$ cat src/rtl/spi_device_regbridge_if.sv
// rtl/spi_device_regbridge_if.sv - SPI device pins and register strobe bundle for spi_device_regbridge
interface spi_device_regbridge_if #(
    parameter int ADDR_WIDTH = 8
);
    logic                  spi_sck;
    logic                  spi_cs_n;
    logic                  spi_mosi;
    logic                  spi_miso;
    logic                  spi_miso_oe;
    logic                  wr_en;
    logic [ADDR_WIDTH-1:0] wr_addr;
    logic [7:0]            wr_data;
    logic                  rd_en;
    logic [ADDR_WIDTH-1:0] rd_addr;
    logic [7:0]            rd_data;
    logic                  busy;

    modport slave (
        input  spi_sck, spi_cs_n, spi_mosi, rd_data,
        output spi_miso, spi_miso_oe, wr_en, wr_addr, wr_data, rd_en, rd_addr, busy
    );

    modport master (
        output spi_sck, spi_cs_n, spi_mosi, rd_data,
        input  spi_miso, spi_miso_oe, wr_en, wr_addr, wr_data, rd_en, rd_addr, busy
    );
endinterface

$ cat src/rtl/spi_device_regbridge.sv
// rtl/spi_device_regbridge.sv - oversampled SPI mode-0 device to register strobe bridge
// Optional address auto-increment: SPI_DEVICE_REGBRIDGE_AUTOINC_EN
module spi_device_regbridge #(
    parameter int ADDR_WIDTH  = 8,
    parameter int RD_LATENCY  = 2,
    parameter int SYNC_STAGES = 2
) (
    input logic                   clk,
    input logic                   rst,
    spi_device_regbridge_if.slave bus
);
    typedef enum logic [2:0] {IDLE, OPCODE, ADDR, DUMMY, WDATA, RDATA, DISCARD} state_t;
    localparam logic [7:0] OP_WRITE = 8'h01;
    localparam logic [7:0] OP_READ  = 8'h02;

    state_t                  state_q, state_d;
    logic [SYNC_STAGES-1:0]  sck_sync_q, sck_sync_d, cs_sync_q, cs_sync_d, mosi_sync_q, mosi_sync_d;
    logic                    sck_prev_q, sck_prev_d, cs_prev_q, cs_prev_d, cs_seen_q, cs_seen_d;
    logic [2:0]              bit_cnt_q, bit_cnt_d;
    logic [7:0]              shift_in_q, shift_in_d, miso_shift_q, miso_shift_d, hold_q, hold_d;
    logic                    is_read_q, is_read_d;
    logic [ADDR_WIDTH-1:0]   addr_q, addr_d, wr_addr_q, wr_addr_d, rd_addr_q, rd_addr_d;
    logic [7:0]              wr_data_q, wr_data_d;
    logic                    wr_en_q, wr_en_d, rd_en_q, rd_en_d;
    logic [RD_LATENCY-1:0]   rd_pipe_q, rd_pipe_d;

    logic                  sck_s, cs_s, mosi_s, sck_rise, sck_fall, cs_fall, byte_done;
    logic [7:0]            byte_in;
    logic [ADDR_WIDTH-1:0] byte_addr;

    function automatic logic [ADDR_WIDTH-1:0] inc_addr(input logic [ADDR_WIDTH-1:0] a);
`ifdef SPI_DEVICE_REGBRIDGE_AUTOINC_EN
        return a + ADDR_WIDTH'(1);
`else
        return a;
`endif
    endfunction

    assign sck_s     = sck_sync_q[SYNC_STAGES-1];
    assign cs_s      = cs_sync_q[SYNC_STAGES-1];
    assign mosi_s    = mosi_sync_q[SYNC_STAGES-1];
    assign sck_rise  = sck_s & ~sck_prev_q;
    assign sck_fall  = ~sck_s & sck_prev_q;
    assign cs_fall   = cs_prev_q & ~cs_s;
    assign byte_in   = {shift_in_q[6:0], mosi_s};
    assign byte_done = sck_rise && (bit_cnt_q == 3'd7);
    assign byte_addr = ADDR_WIDTH'(byte_in);

    always_comb begin
        state_d      = state_q;
        sck_sync_d   = SYNC_STAGES'({sck_sync_q, bus.spi_sck});
        cs_sync_d    = SYNC_STAGES'({cs_sync_q, bus.spi_cs_n});
        mosi_sync_d  = SYNC_STAGES'({mosi_sync_q, bus.spi_mosi});
        sck_prev_d   = sck_s;
        cs_prev_d    = cs_s;
        cs_seen_d    = cs_seen_q | cs_s;
        bit_cnt_d    = bit_cnt_q;
        shift_in_d   = shift_in_q;
        miso_shift_d = miso_shift_q;
        is_read_d    = is_read_q;
        addr_d       = addr_q;
        wr_addr_d    = wr_addr_q;
        wr_data_d    = wr_data_q;
        rd_addr_d    = rd_addr_q;
        wr_en_d      = 1'b0;
        rd_en_d      = 1'b0;
        rd_pipe_d    = RD_LATENCY'({rd_pipe_q, rd_en_q});
        hold_d       = rd_pipe_q[RD_LATENCY-1] ? bus.rd_data : hold_q;

        if (state_q == IDLE) begin
            bit_cnt_d    = 3'd0;
            shift_in_d   = 8'h00;
            miso_shift_d = 8'h00;
            if (cs_fall) state_d = OPCODE;
        end else if (cs_s) begin
            // CS release wins over a coincident SCK edge, so a byte finishing here is dropped
            state_d = IDLE;
        end else begin
            if (sck_rise) begin
                shift_in_d = byte_in;
                bit_cnt_d  = bit_cnt_q + 3'd1;
            end
            if (byte_done) begin
                case (state_q)
                    OPCODE: begin
                        if (byte_in == OP_WRITE || byte_in == OP_READ) begin
                            state_d   = ADDR;
                            is_read_d = (byte_in == OP_READ);
                        end else begin
                            state_d = DISCARD;
                        end
                    end
                    ADDR: begin
                        addr_d = byte_addr;
                        if (is_read_q) begin
                            state_d   = DUMMY;
                            rd_en_d   = 1'b1;
                            rd_addr_d = byte_addr;
                            addr_d    = inc_addr(byte_addr);
                        end else begin
                            state_d = WDATA;
                        end
                    end
                    DUMMY:   state_d = RDATA;
                    WDATA: begin
                        wr_en_d   = 1'b1;
                        wr_data_d = byte_in;
                        wr_addr_d = addr_q;
                        addr_d    = inc_addr(addr_q);
                    end
                    default: ;
                endcase
            end
            // Fall after a byte boundary hands the prefetched byte to MISO and requests the next one
            if (sck_fall && state_q == RDATA) begin
                if (bit_cnt_q == 3'd0) begin
                    miso_shift_d = hold_q;
                    rd_en_d      = 1'b1;
                    rd_addr_d    = addr_q;
                    addr_d       = inc_addr(addr_q);
                end else begin
                    miso_shift_d = {miso_shift_q[6:0], 1'b0};
                end
            end
        end
    end

    always_ff @(posedge clk) begin
        if (rst) begin
            state_q      <= IDLE;
            sck_sync_q   <= '0;
            cs_sync_q    <= '0;
            mosi_sync_q  <= '0;
            sck_prev_q   <= 1'b0;
            cs_prev_q    <= 1'b0;
            cs_seen_q    <= 1'b0;
            bit_cnt_q    <= 3'd0;
            shift_in_q   <= 8'h00;
            miso_shift_q <= 8'h00;
            hold_q       <= 8'h00;
            is_read_q    <= 1'b0;
            addr_q       <= '0;
            wr_addr_q    <= '0;
            wr_data_q    <= 8'h00;
            rd_addr_q    <= '0;
            wr_en_q      <= 1'b0;
            rd_en_q      <= 1'b0;
            rd_pipe_q    <= '0;
        end else begin
            state_q      <= state_d;
            sck_sync_q   <= sck_sync_d;
            cs_sync_q    <= cs_sync_d;
            mosi_sync_q  <= mosi_sync_d;
            sck_prev_q   <= sck_prev_d;
            cs_prev_q    <= cs_prev_d;
            cs_seen_q    <= cs_seen_d;
            bit_cnt_q    <= bit_cnt_d;
            shift_in_q   <= shift_in_d;
            miso_shift_q <= miso_shift_d;
            hold_q       <= hold_d;
            is_read_q    <= is_read_d;
            addr_q       <= addr_d;
            wr_addr_q    <= wr_addr_d;
            wr_data_q    <= wr_data_d;
            rd_addr_q    <= rd_addr_d;
            wr_en_q      <= wr_en_d;
            rd_en_q      <= rd_en_d;
            rd_pipe_q    <= rd_pipe_d;
        end
    end

    // OE stays low after reset until CS has been seen high, so a frame cut by reset stays silent
    assign bus.spi_miso    = (state_q == RDATA) & miso_shift_q[7];
    assign bus.spi_miso_oe = ~cs_s & cs_seen_q;
    assign bus.wr_en       = wr_en_q;
    assign bus.wr_addr     = wr_addr_q;
    assign bus.wr_data     = wr_data_q;
    assign bus.rd_en       = rd_en_q;
    assign bus.rd_addr     = rd_addr_q;
    assign bus.busy        = (state_q != IDLE);
endmodule

$ cat src/flat_wrapper.sv
// flat-port wrapper written by rule: the top's interface ports become plain ports
module spi_device_regbridge_flat 
#(
    parameter int ADDR_WIDTH  = 8,
    parameter int RD_LATENCY  = 2,
    parameter int SYNC_STAGES = 2
)
  (clk, rst, bus_spi_sck, bus_spi_cs_n, bus_spi_mosi, bus_rd_data, bus_spi_miso, bus_spi_miso_oe, bus_wr_en, bus_wr_addr, bus_wr_data, bus_rd_en, bus_rd_addr, bus_busy);
  spi_device_regbridge_if #(.ADDR_WIDTH(ADDR_WIDTH)) bus_i ();
  input logic clk;
  input logic rst;
  input wire logic [$bits(bus_i.spi_sck)-1:0] bus_spi_sck;
  input wire logic [$bits(bus_i.spi_cs_n)-1:0] bus_spi_cs_n;
  input wire logic [$bits(bus_i.spi_mosi)-1:0] bus_spi_mosi;
  input wire logic [$bits(bus_i.rd_data)-1:0] bus_rd_data;
  output wire logic [$bits(bus_i.spi_miso)-1:0] bus_spi_miso;
  output wire logic [$bits(bus_i.spi_miso_oe)-1:0] bus_spi_miso_oe;
  output wire logic [$bits(bus_i.wr_en)-1:0] bus_wr_en;
  output wire logic [$bits(bus_i.wr_addr)-1:0] bus_wr_addr;
  output wire logic [$bits(bus_i.wr_data)-1:0] bus_wr_data;
  output wire logic [$bits(bus_i.rd_en)-1:0] bus_rd_en;
  output wire logic [$bits(bus_i.rd_addr)-1:0] bus_rd_addr;
  output wire logic [$bits(bus_i.busy)-1:0] bus_busy;
  assign bus_i.spi_sck = bus_spi_sck;
  assign bus_i.spi_cs_n = bus_spi_cs_n;
  assign bus_i.spi_mosi = bus_spi_mosi;
  assign bus_i.rd_data = bus_rd_data;
  assign bus_spi_miso = bus_i.spi_miso;
  assign bus_spi_miso_oe = bus_i.spi_miso_oe;
  assign bus_wr_en = bus_i.wr_en;
  assign bus_wr_addr = bus_i.wr_addr;
  assign bus_wr_data = bus_i.wr_data;
  assign bus_rd_en = bus_i.rd_en;
  assign bus_rd_addr = bus_i.rd_addr;
  assign bus_busy = bus_i.busy;
  spi_device_regbridge #(.ADDR_WIDTH(ADDR_WIDTH), .RD_LATENCY(RD_LATENCY), .SYNC_STAGES(SYNC_STAGES)) u_core (.clk(clk), .rst(rst), .bus(bus_i));
endmodule
$ cat config.mk
export PLATFORM = sky130hd
export DESIGN_NAME = spi_device_regbridge_flat
export DESIGN_NICKNAME = d
export VERILOG_FILES = /design/src/rtl/spi_device_regbridge_if.sv /design/src/rtl/spi_device_regbridge.sv /design/src/flat_wrapper.sv
export SDC_FILE = /design/constraint.sdc
export NUM_CORES = 1
export LEC_CHECK = 0
export CAP_MARGIN = 20
export CELL_PAD_IN_SITES_DETAIL_PLACEMENT = 1
export CELL_PAD_IN_SITES_GLOBAL_PLACEMENT = 1
export CORE_MARGIN = 1
export CORE_UTILIZATION = 30
export CTS_CLUSTER_DIAMETER = 40
export DETAILED_ROUTE_END_ITERATION = 8
export GPL_ROUTABILITY_DRIVEN = 0
export PLACE_DENSITY_LB_ADDON = 0.08
export REMOVE_ABC_BUFFERS = 1
export SYNTH_ARGS = -nofsm -noshare
export SYNTH_HDL_FRONTEND = slang
export SYNTH_SLANG_ARGS = --single-unit
$ cat constraint.sdc
create_clock -name clk -period 2.1 [get_ports clk]
set_input_delay 0.42 -clock clk [delete_from_list [all_inputs] [get_ports clk]]
set_output_delay 0.42 -clock clk [all_outputs]
set_load 0.005 [all_outputs]
==> results.md, run 1 <==
* Final instance area at 3792 um2
* VDD IR max at 0.3057 mV
* Wire length per cell at 14.81 um
* Clock power share at 42.0%
* Period utilization at 95.40%
* Startpoint Class: flip-flop
* Number of global-route vias before repair at 2370
* Detailed-route via count at 2285
* Initial antenna violation count at 0
* Total power at 2.638 mW
* Seq/Total Area, Yosys at 49.30%
* Crit path arrival time at 1.58 ns
* Tmin final at 2.003 ns
* Die Wd at 102.8 um
* Max Slew Vio Count at 0
* Switch share at 23.36%
* Clock skew at 0.009220 ns
* H-tree Lvls at 3
* Worst slew pin tran at 0.5531 ns
* Hold WS at 0.4397 ns
* CTS Buf Count at 9
* Final wirelength at 7.183 mm
* Number of max-cap violations at 0
* Placed cell count at 467
* Post-DP HPWL at 4.749 mm
* Leakage at 1.549 nW
* Initial Util at 31.01%
* I/O pin cnt at 42
* # diodes at 0
* Yosys cell types at 46
* GRT Overall Usage at 14.89%
* Final Util at 38.62%
* Worst Hold Class: reg -> reg
* P&R area growth vs syn at 24.53%
* Max incr delay on CP at 0.49 ns
* Crit-path max FO at 6
* Setup violations, final at 0
* Synth Cell Area at 3045 um2
* Critical-path top delay cell: clkdlybuf4s50_1
* CTS Root Cell: clkbuf_8
* Non-Filler Instances at 485
* Num Clock Sinks at 75
* Clock transition at path regs at 0.08 ns
* NetSw at 0.6163 mW
* PD cells at 695.6 nW/um2
* Ys async rst share at 0%
* Avg Inst Size Synth at 9.985 um2
* DRT Pass-1 Iters at 4
* # DRC at 0
* Ys Warns at 0
* DP Area at 3567 um2
* Sequential Power Share at 54.4%
* GRT overflow at 0
* Top_reg_cell synth: dfxtp_1
* Crit-path cells: and3b_2 > and2_1 > clkdlybuf4s50_1
* CTS max path bufs at 2
* Logic pwr share at 3.5%
* Most frequent cells in the layout: 72 x dfxtp_1, 60 x nor2_1, 50 x mux2i_1, 40 x clkdlybuf4s50_1, 14 x nor2b_1
* Die H at 102.8 um
* Slew HR at 63.13%
* First-pass GRT wire length at 11.72 mm
* Clock Latency Late Sink at 0.35 ns
* Row Count at 36
* Post-DRT Antenna Nets at 0
* DIE AREA at 10560 um2
* Crit Path Class: reg -> out
* Int Power at 2.022 mW
* FF/Latch Area at 1513 um2
* Peak Freq at 499.2 MHz
* Iteration-0 DRC Markers at 39
* Multi-input gate area at 1401 um2
* Mapped Cells at 305
* CTS tree: built
* Core Box Area at 9819 um2
* CP required at 1.68 ns
* Top delay family on crit path: buffers and inverters
* Number of port buffers at 41
* CP bufs+invs at 1
* Hold Fails Final Rpt at 0
* #FFs+latches synth at 75
* Via density per instance at 4.711
* Post-synth EDFFs at 0
* Status: finished clean
* Commonest non-fill, non-tap cell in the layout: dfxtp_1
* Largest net degree at the start of global routing at 27
* Fin nets at 363
* Filler cells at 1163
* Unrepaired setup endpoints after global routing: false
* Layout cells sized above 1 at 12.22%
* Crit. End Element: output port
[per-stage QoR]
stage,setup WS [ns],TNS [ns]
final,0.09662,0
after global routing,0.02413,0
after CTS,0.03851,0
after detailed placement,0.2434,0
after global placement,0.2662,0
after floorplan,-0.05873,-0.8999
[logic make-up after synthesis]
group                    synth area share, %
XOR/XNOR                              0.5753
multiplexers                           16.43
AO/OA/AOI/OAI                          8.586
adder cells (fa/ha/maj)                1.233
flip-flops                             49.30
AND/OR/NAND/NOR                        18.82
buffers and inverters                  5.053
[cell usage after synthesis (5+ instances only)]
| cell type | n | area share [%] |
|---|---|---|
| nor3_1 | 8 | 1.3 |
| nor2b_1 | 14 | 2.9 |
| o22ai_1 | 7 | 1.4 |
| a21oi_1 | 13 | 2.1 |
| clkbuf_1 | 9 | 1.1 |
| dfxtp_1 | 75 | 49 |
| mux2i_1 | 50 | 16 |
| nand2b_1 | 5 | 1.0 |
| nor2_1 | 60 | 7.4 |
| inv_1 | 5 | 0.62 |
| a211oi_1 | 6 | 1.5 |
| buf_4 | 5 | 1.2 |
[worst reg2reg max path: cells and delay by family (launching register included)]
kind / cells / cell delay (ns)
and+or+nand+nor: 2 / 0.46
AOI/OAI and AO/OA: 2 / 0.40
DFF: 1 / 0.37
adders and majority gates: 2 / 0.34
buffers and inverters: 1 / 0.20
[final cells by class]
type	count	area share (%)
flip-flops and latches	75	39.89
clock inverters	6	1.716
multi-input cells	204	36.95
inverters	5	0.4949
well taps	133	4.388
repair buffers	52	13.20
clock buffers	10	3.365
[routing by layer]
metal  vias up  track usage (%)  share of wire, %
met1      1105            17.92                48
met5         -                0                 0
met4         0            5.850               1.2
met3         7            3.119               2.5
met2        32            25.95                48
li1       1141                -                 -
[path summary, 6_finish.rpt]
path                             from                    end  slack (ns)  depth (start not counted)
setup reg to reg  u_core.bit_cnt_q[0]  u_core.bus.rd_addr[3]        0.26                          7
hold reg to reg   u_core.cs_sync_q[0]    u_core.cs_sync_q[1]        0.44                          1
setup / recovery    u_core.state_q[1]           bus_spi_miso         0.1                          3
hold / removal    u_core.cs_sync_q[0]    u_core.cs_sync_q[1]        0.44                          1
[timing repair]
item,CTS,global route
resized for setup,5,3
setup buffers,1,1
setup endpoints to repair,2,2
hold buffers,0,0
[power by group through the flow]
stage               clock, mW  combinational, mW  sequential (mW)
floorplan                   0             0.0337             1.47
finish                   1.11             0.0932             1.44
detailed placement          0             0.0945             1.47
global route             1.21              0.102             1.44
global placement            0             0.0938             1.47
CTS                      1.17             0.0950             1.44
[state kept, by name, indices dropped and copies added (netlist names)]
name and cells:
u_core.addr_q 8, u_core.bit_cnt_q 3, u_core.bus.rd_addr 8, u_core.bus.rd_en 1
u_core.bus.wr_addr 8, u_core.bus.wr_data 8, u_core.bus.wr_en 1, u_core.cs_prev_q 1
u_core.cs_seen_q 1, u_core.cs_sync_q 2, u_core.hold_q 8, u_core.is_read_q 1
u_core.miso_shift_q 8, u_core.mosi_sync_q 2, u_core.rd_pipe_q 2, u_core.sck_prev_q 1
u_core.sck_sync_q 2, u_core.shift_in_q 7, u_core.state_q 3
Power figures use the tool's default switching activity.
==> run 2: changes to the inputs <==
ABC_CLOCK_PERIOD_IN_PS = 2100   (was default)
==> results of run 2 <==
No change in the layout: final DEF, timing and power equal those of run 1.
==> RTL change 1 (settings of run 1) <==
The option `SPI_DEVICE_REGBRIDGE_AUTOINC_EN` is turned on by a define.
--- a/src/rtl/spi_device_regbridge.sv
+++ b/src/rtl/spi_device_regbridge.sv
@@ -1,4 +1,6 @@
 // rtl/spi_device_regbridge.sv - oversampled SPI mode-0 device to register strobe bridge
 // Optional address auto-increment: SPI_DEVICE_REGBRIDGE_AUTOINC_EN
+`define SPI_DEVICE_REGBRIDGE_AUTOINC_EN
+
 module spi_device_regbridge #(
     parameter int ADDR_WIDTH  = 8,
Check against the original RTL: no difference found for any inputs over 10 cycles, from zero or initial values and one cycle with rst high; that may be too few to reach the edited logic, so the function may still have changed.
==> RTL change 1 against run 1 <==
Final area is 11% higher; first-iteration DRC count is 120% higher; critical endpoint unchanged; routed wire length is 25% higher; synthesized area is 11% higher; utilization hardly changed; setup slack better by 0.033 ns; fmax is 1.7% higher; combinational power is 1% higher; worst hold slack worse by 0.15 ns; sequential cell count stayed put; power is 2.0% higher; critical path type unchanged; highest routed layer unchanged; global-route usage is 1.9 points higher.
==> RTL change 1: results <==
[final_layout]
final_layout_size_suffix_gt1_share_pct = 12.2
diodes = 0
filler_cell_count = 1292
num-nets-final = 456

[clocking]
clock_latency_ns = 0.37
htreeDepth = 3
root_buffer = clkbuf_8
path_clk_slew_ns = 0.08
cts_made_buffers = 9
clock_tree.buffer_depth = 2

[route]
drtIter0Drc = 85
vias_per_cell = 4.87
firstDrtPassIters = 4
drt-wirelength-per-cell_um = 15.5

[grt]
grt_pass1_wl_mm = 14.7
antenna_found_initial = 0
grt_max_degree = 30
grt_pass1_vias = 2850
grt_use_total_pct = 16.8

[pwr]
p_leak_nw = 1.46
p_int_mw = 2.06
ir_drop_mv = 0.306

[place]
dp_hpwl_mm = 6.41
port_buffers = 41
dpl_worst_slack_ns = 0.0786

[timing]
slew_headroom_pct = 65.6
fin_skew_ns = 0.0136
setup_viol = 0

[synth]
synth_area_leaders = dfxtp_1 44%, mux2i_1 6.8%, nand2_1 6.0%
ys_async_sr_fraction_pct = 0
synth_cell_types = 52
yosysSeqAreaShare_pct = 44.4
yosysWarnings = 0
synthTopCellsByCount = 75 x dfxtp_1, 54 x nand2_1, 53 x nor2_1

[setup_path]
arrival_ns = 1.55
crit_fanout = 3

[flow_run]
cap_violations = 0

[run_status]
status = finished, final reports clean

[hold_path]
holdCritPathClass = in -> reg
-- RTL change 1: changes by cell type after synthesis, moves of 7 or more --
cell	before	now
a21oi_1	13	30
mux2i_1	50	23
inv_1	5	12
nand2_1	3	54
buf_2	3	11
nor2_1	60	53
-- RTL change 1: critical path, stage by stage, from the launching register on --
cell,delay (ns)
dfxtp_1,0.40
nand3b_1,0.15
nor2_1,0.14
clkdlybuf4s50_1,0.51
-- RTL change 1: layout make-up --
cell class / instances / area (um^2) / area share (%)
multi-input cells: 277 / 1730 / 41.1
flip-flops and latches: 75 / 1500 / 35.7
repair buffers: 61 / 554 / 13.2
well taps: 140 / 175 / 4.16
clock buffers: 10 / 138 / 3.27
clock inverters: 6 / 63.8 / 1.52
inverters: 12 / 45.0 / 1.07
-- RTL change 1: per-stage QoR --
stage	area, um^2	cells
6_report	4210	581
3_5_place_dp	3970	563
2_1_floorplan	3250	364
5_1_grt	4210	581
3_3_place_gp	3970	563
4_1_cts	4180	579
-- RTL change 1: routing by layer --
metal  routed length (um)  global-route usage [%]  vias up
met5                    0                       0        -
met4                  158                    6.75        0
met3                  274                    3.98       15
met2                 4340                    28.4       43
met1                 4240                    20.3     1340
li1                     -                       -     1434
-- RTL change 1: power by group through the flow --
stage	sequential [mW]	combinational [mW]	clock [mW]
2_1_floorplan	1.47	0.0344	0
3_3_place_gp	1.47	0.0940	0
3_5_place_dp	1.47	0.0945	0
4_1_cts	1.44	0.0952	1.20
5_1_grt	1.44	0.104	1.25
6_report	1.44	0.0944	1.16
-- RTL change 1: path summary, 6_finish.rpt --
path,startpoint,to,slack (ns),cells past startpoint
hold / removal,rst,u_core.cs_prev_q,0.29,2
setup / recovery,u_core.state_q[0],bus_spi_miso,0.13,3
setup reg to reg,u_core.bit_cnt_q[0],u_core.addr_q[6],0.16,7
hold reg to reg,u_core.cs_sync_q[0],u_core.cs_sync_q[1],0.44,1
-- RTL change 1: cells by family after synthesis --
group,Yosys count,synth area share [%]
flip-flops,75,44.4
XOR/XNOR,10,2.59
multiplexers,23,6.81
AND/OR/NAND/NOR,161,23.2
AO/OA/AOI/OAI,76,15.1
buffers and inverters,39,5.29
adder cells (fa/ha/maj),7,2.59
-- RTL change 1: what timing repair did --
action | 4_1_cts | 5_1_grt
hold buffers | 0 | 0
cloned | 0 | 0
pin swaps | 1 | 1
endpoints found under the setup margin | 2 | 7
resized for setup | 3 | 5
buffers inserted | 0 | 2
==> RTL change 2 (settings of run 1) <==
Without the edit above. Reset style: asynchronous (`rst`), changed in one clocked block.
--- a/src/rtl/spi_device_regbridge.sv
+++ b/src/rtl/spi_device_regbridge.sv
@@ -126,5 +126,5 @@
     end
 
-    always_ff @(posedge clk) begin
+    always_ff @(posedge clk or posedge rst) begin
         if (rst) begin
             state_q      <= IDLE;
Function: differs if rst is asserted again (counterexample within 4 cycles, from zero or initial values and one cycle with rst high); with rst held inactive, the same outputs for 10 cycles.
==> RTL change 2 against run 1 <==
Synthesized area grew 3.0%; utilization is 1.6 points higher; sequential cell count stayed put; final area grew 5.7%; via count down 8.0%; setup slack lost 0.014 ns; routed wire length down 1.6%; sequential share of layout area rose by 7.0 points; power shrank 1.5%; highest routed layer unchanged.
==> RTL change 2: results <==
[synth]
yosysSeqAreaShare_pct = 59.8
ys_async_sr_fraction_pct = 100
syn_inst = 244
synthTopCellsByCount = 75 x dfrtp_1, 23 x mux2_2, 21 x nor2_1
synth_area_leaders = dfrtp_1 60%, mux2_2 8.3%, mux2i_1 4.5%

[final_layout]
register_area_mm2 = 0.00188
n_clock_buffer = 11
instances_no_fill = 441
inv_count = 10
num-nets-final = 319
nMultiInputCombCells = 146
n_all_buffers = 61
final_cell_area_mm2 = 0.00401
clk_share_pct = 4.25
multi_input_area_share_pct = 29.0
buf_share_pct = 14.7
filler_cell_count = 1068

[grt]
grt_max_degree = 36
grt_pass1_wl_mm = 12.2
grt_pass1_vias = 2348
grt_use_total_pct = 14.5

[setup_path]
startpoint = u_core.state_q[0]
reg2reg_from = u_core.bit_cnt_q[0]

[route]
drtIter0Drc = 53
drt-wirelength-per-cell_um = 16.0
vias_per_cell = 4.77

[pwr]
clock_power_mw = 1.00
ir_drop_mv = 0.299
p_int_mw = 1.97
p_leak_nw = 1.88
power_density_mw_per_mm2 = 648

[place]
dpl_cell_area_mm2 = 0.00379
dpl_worst_slack_ns = 0.0129
dp_hpwl_mm = 4.80
dp_cells = 421

[timing]
fin_skew_ns = 0.00882
slew_headroom_pct = 70.4

[clocking]
htreeDepth = 3

[run_status]
status = finished, final reports clean

[hold_path]
hp-start = u_core.sck_sync_q[0]
==> RTL change 2: changes by cell type after synthesis, moves of 7 or more <==
| cell | before | now |
|---|---|---|
| dfxtp_1 | 75 | 0 |
| nor3_1 | 8 | 0 |
| nor2_1 | 60 | 21 |
| mux2_2 | 0 | 23 |
| mux2i_1 | 50 | 14 |
| dfrtp_1 | 0 | 75 |
| nor2b_1 | 14 | 2 |
| o21ai_1 | 0 | 7 |
==> RTL change 2: path summary, 6_finish.rpt <==
path	endpoint	slack, ns	cells after the start
worst min-delay path	u_core.sck_sync_q[1]	0.36	0
worst max register to register	u_core.bus.wr_addr[3]	0.12	6
min in group asynchronous	u_core.bus.wr_addr[5]	0.39	2
max in group asynchronous	u_core.state_q[0]	1.15	3
worst max-delay path	bus_spi_miso	0.08	4
worst min register to register	u_core.sck_sync_q[1]	0.36	0
==> RTL change 2: repair_timing <==
action	in CTS	in global routing
buffers inserted	1	3
pin swaps	0	1
gates resized for setup	2	5
endpoints found under the setup margin	2	14
==> RTL change 2: critical path, delay by kind of cell (launching register included) <==
family                 cells  cell delay, ns
buffers and inverters      2            0.58
flip-flops                 1            0.41
AND/OR/NAND/NOR            2            0.28
==> RTL change 2: logic make-up (layout without fill, tap and decap cells) <==
kind of cell	after synthesis	in the layout	synth area share, %
AOI/OAI and AO/OA	41	41	8.37
DFF	75	75	59.8
xor gates and xnor gates	2	2	0.558
muxes	42	42	15.1
adders and majority gates	3	3	1.20
buffers and inverters	23	87	3.67
and+or+nand+nor	58	58	11.3
==> RTL change 2: metal layers <==
layer / global-route usage, % / up-vias / routed length, um
met2: 22.5 / 34 / 3330
met4: 4.59 / 0 / 94
met5: 0 / - / 0
met1: 19.6 / 1081 / 3430
li1: - / 980 / -
met3: 3.82 / 7 / 209
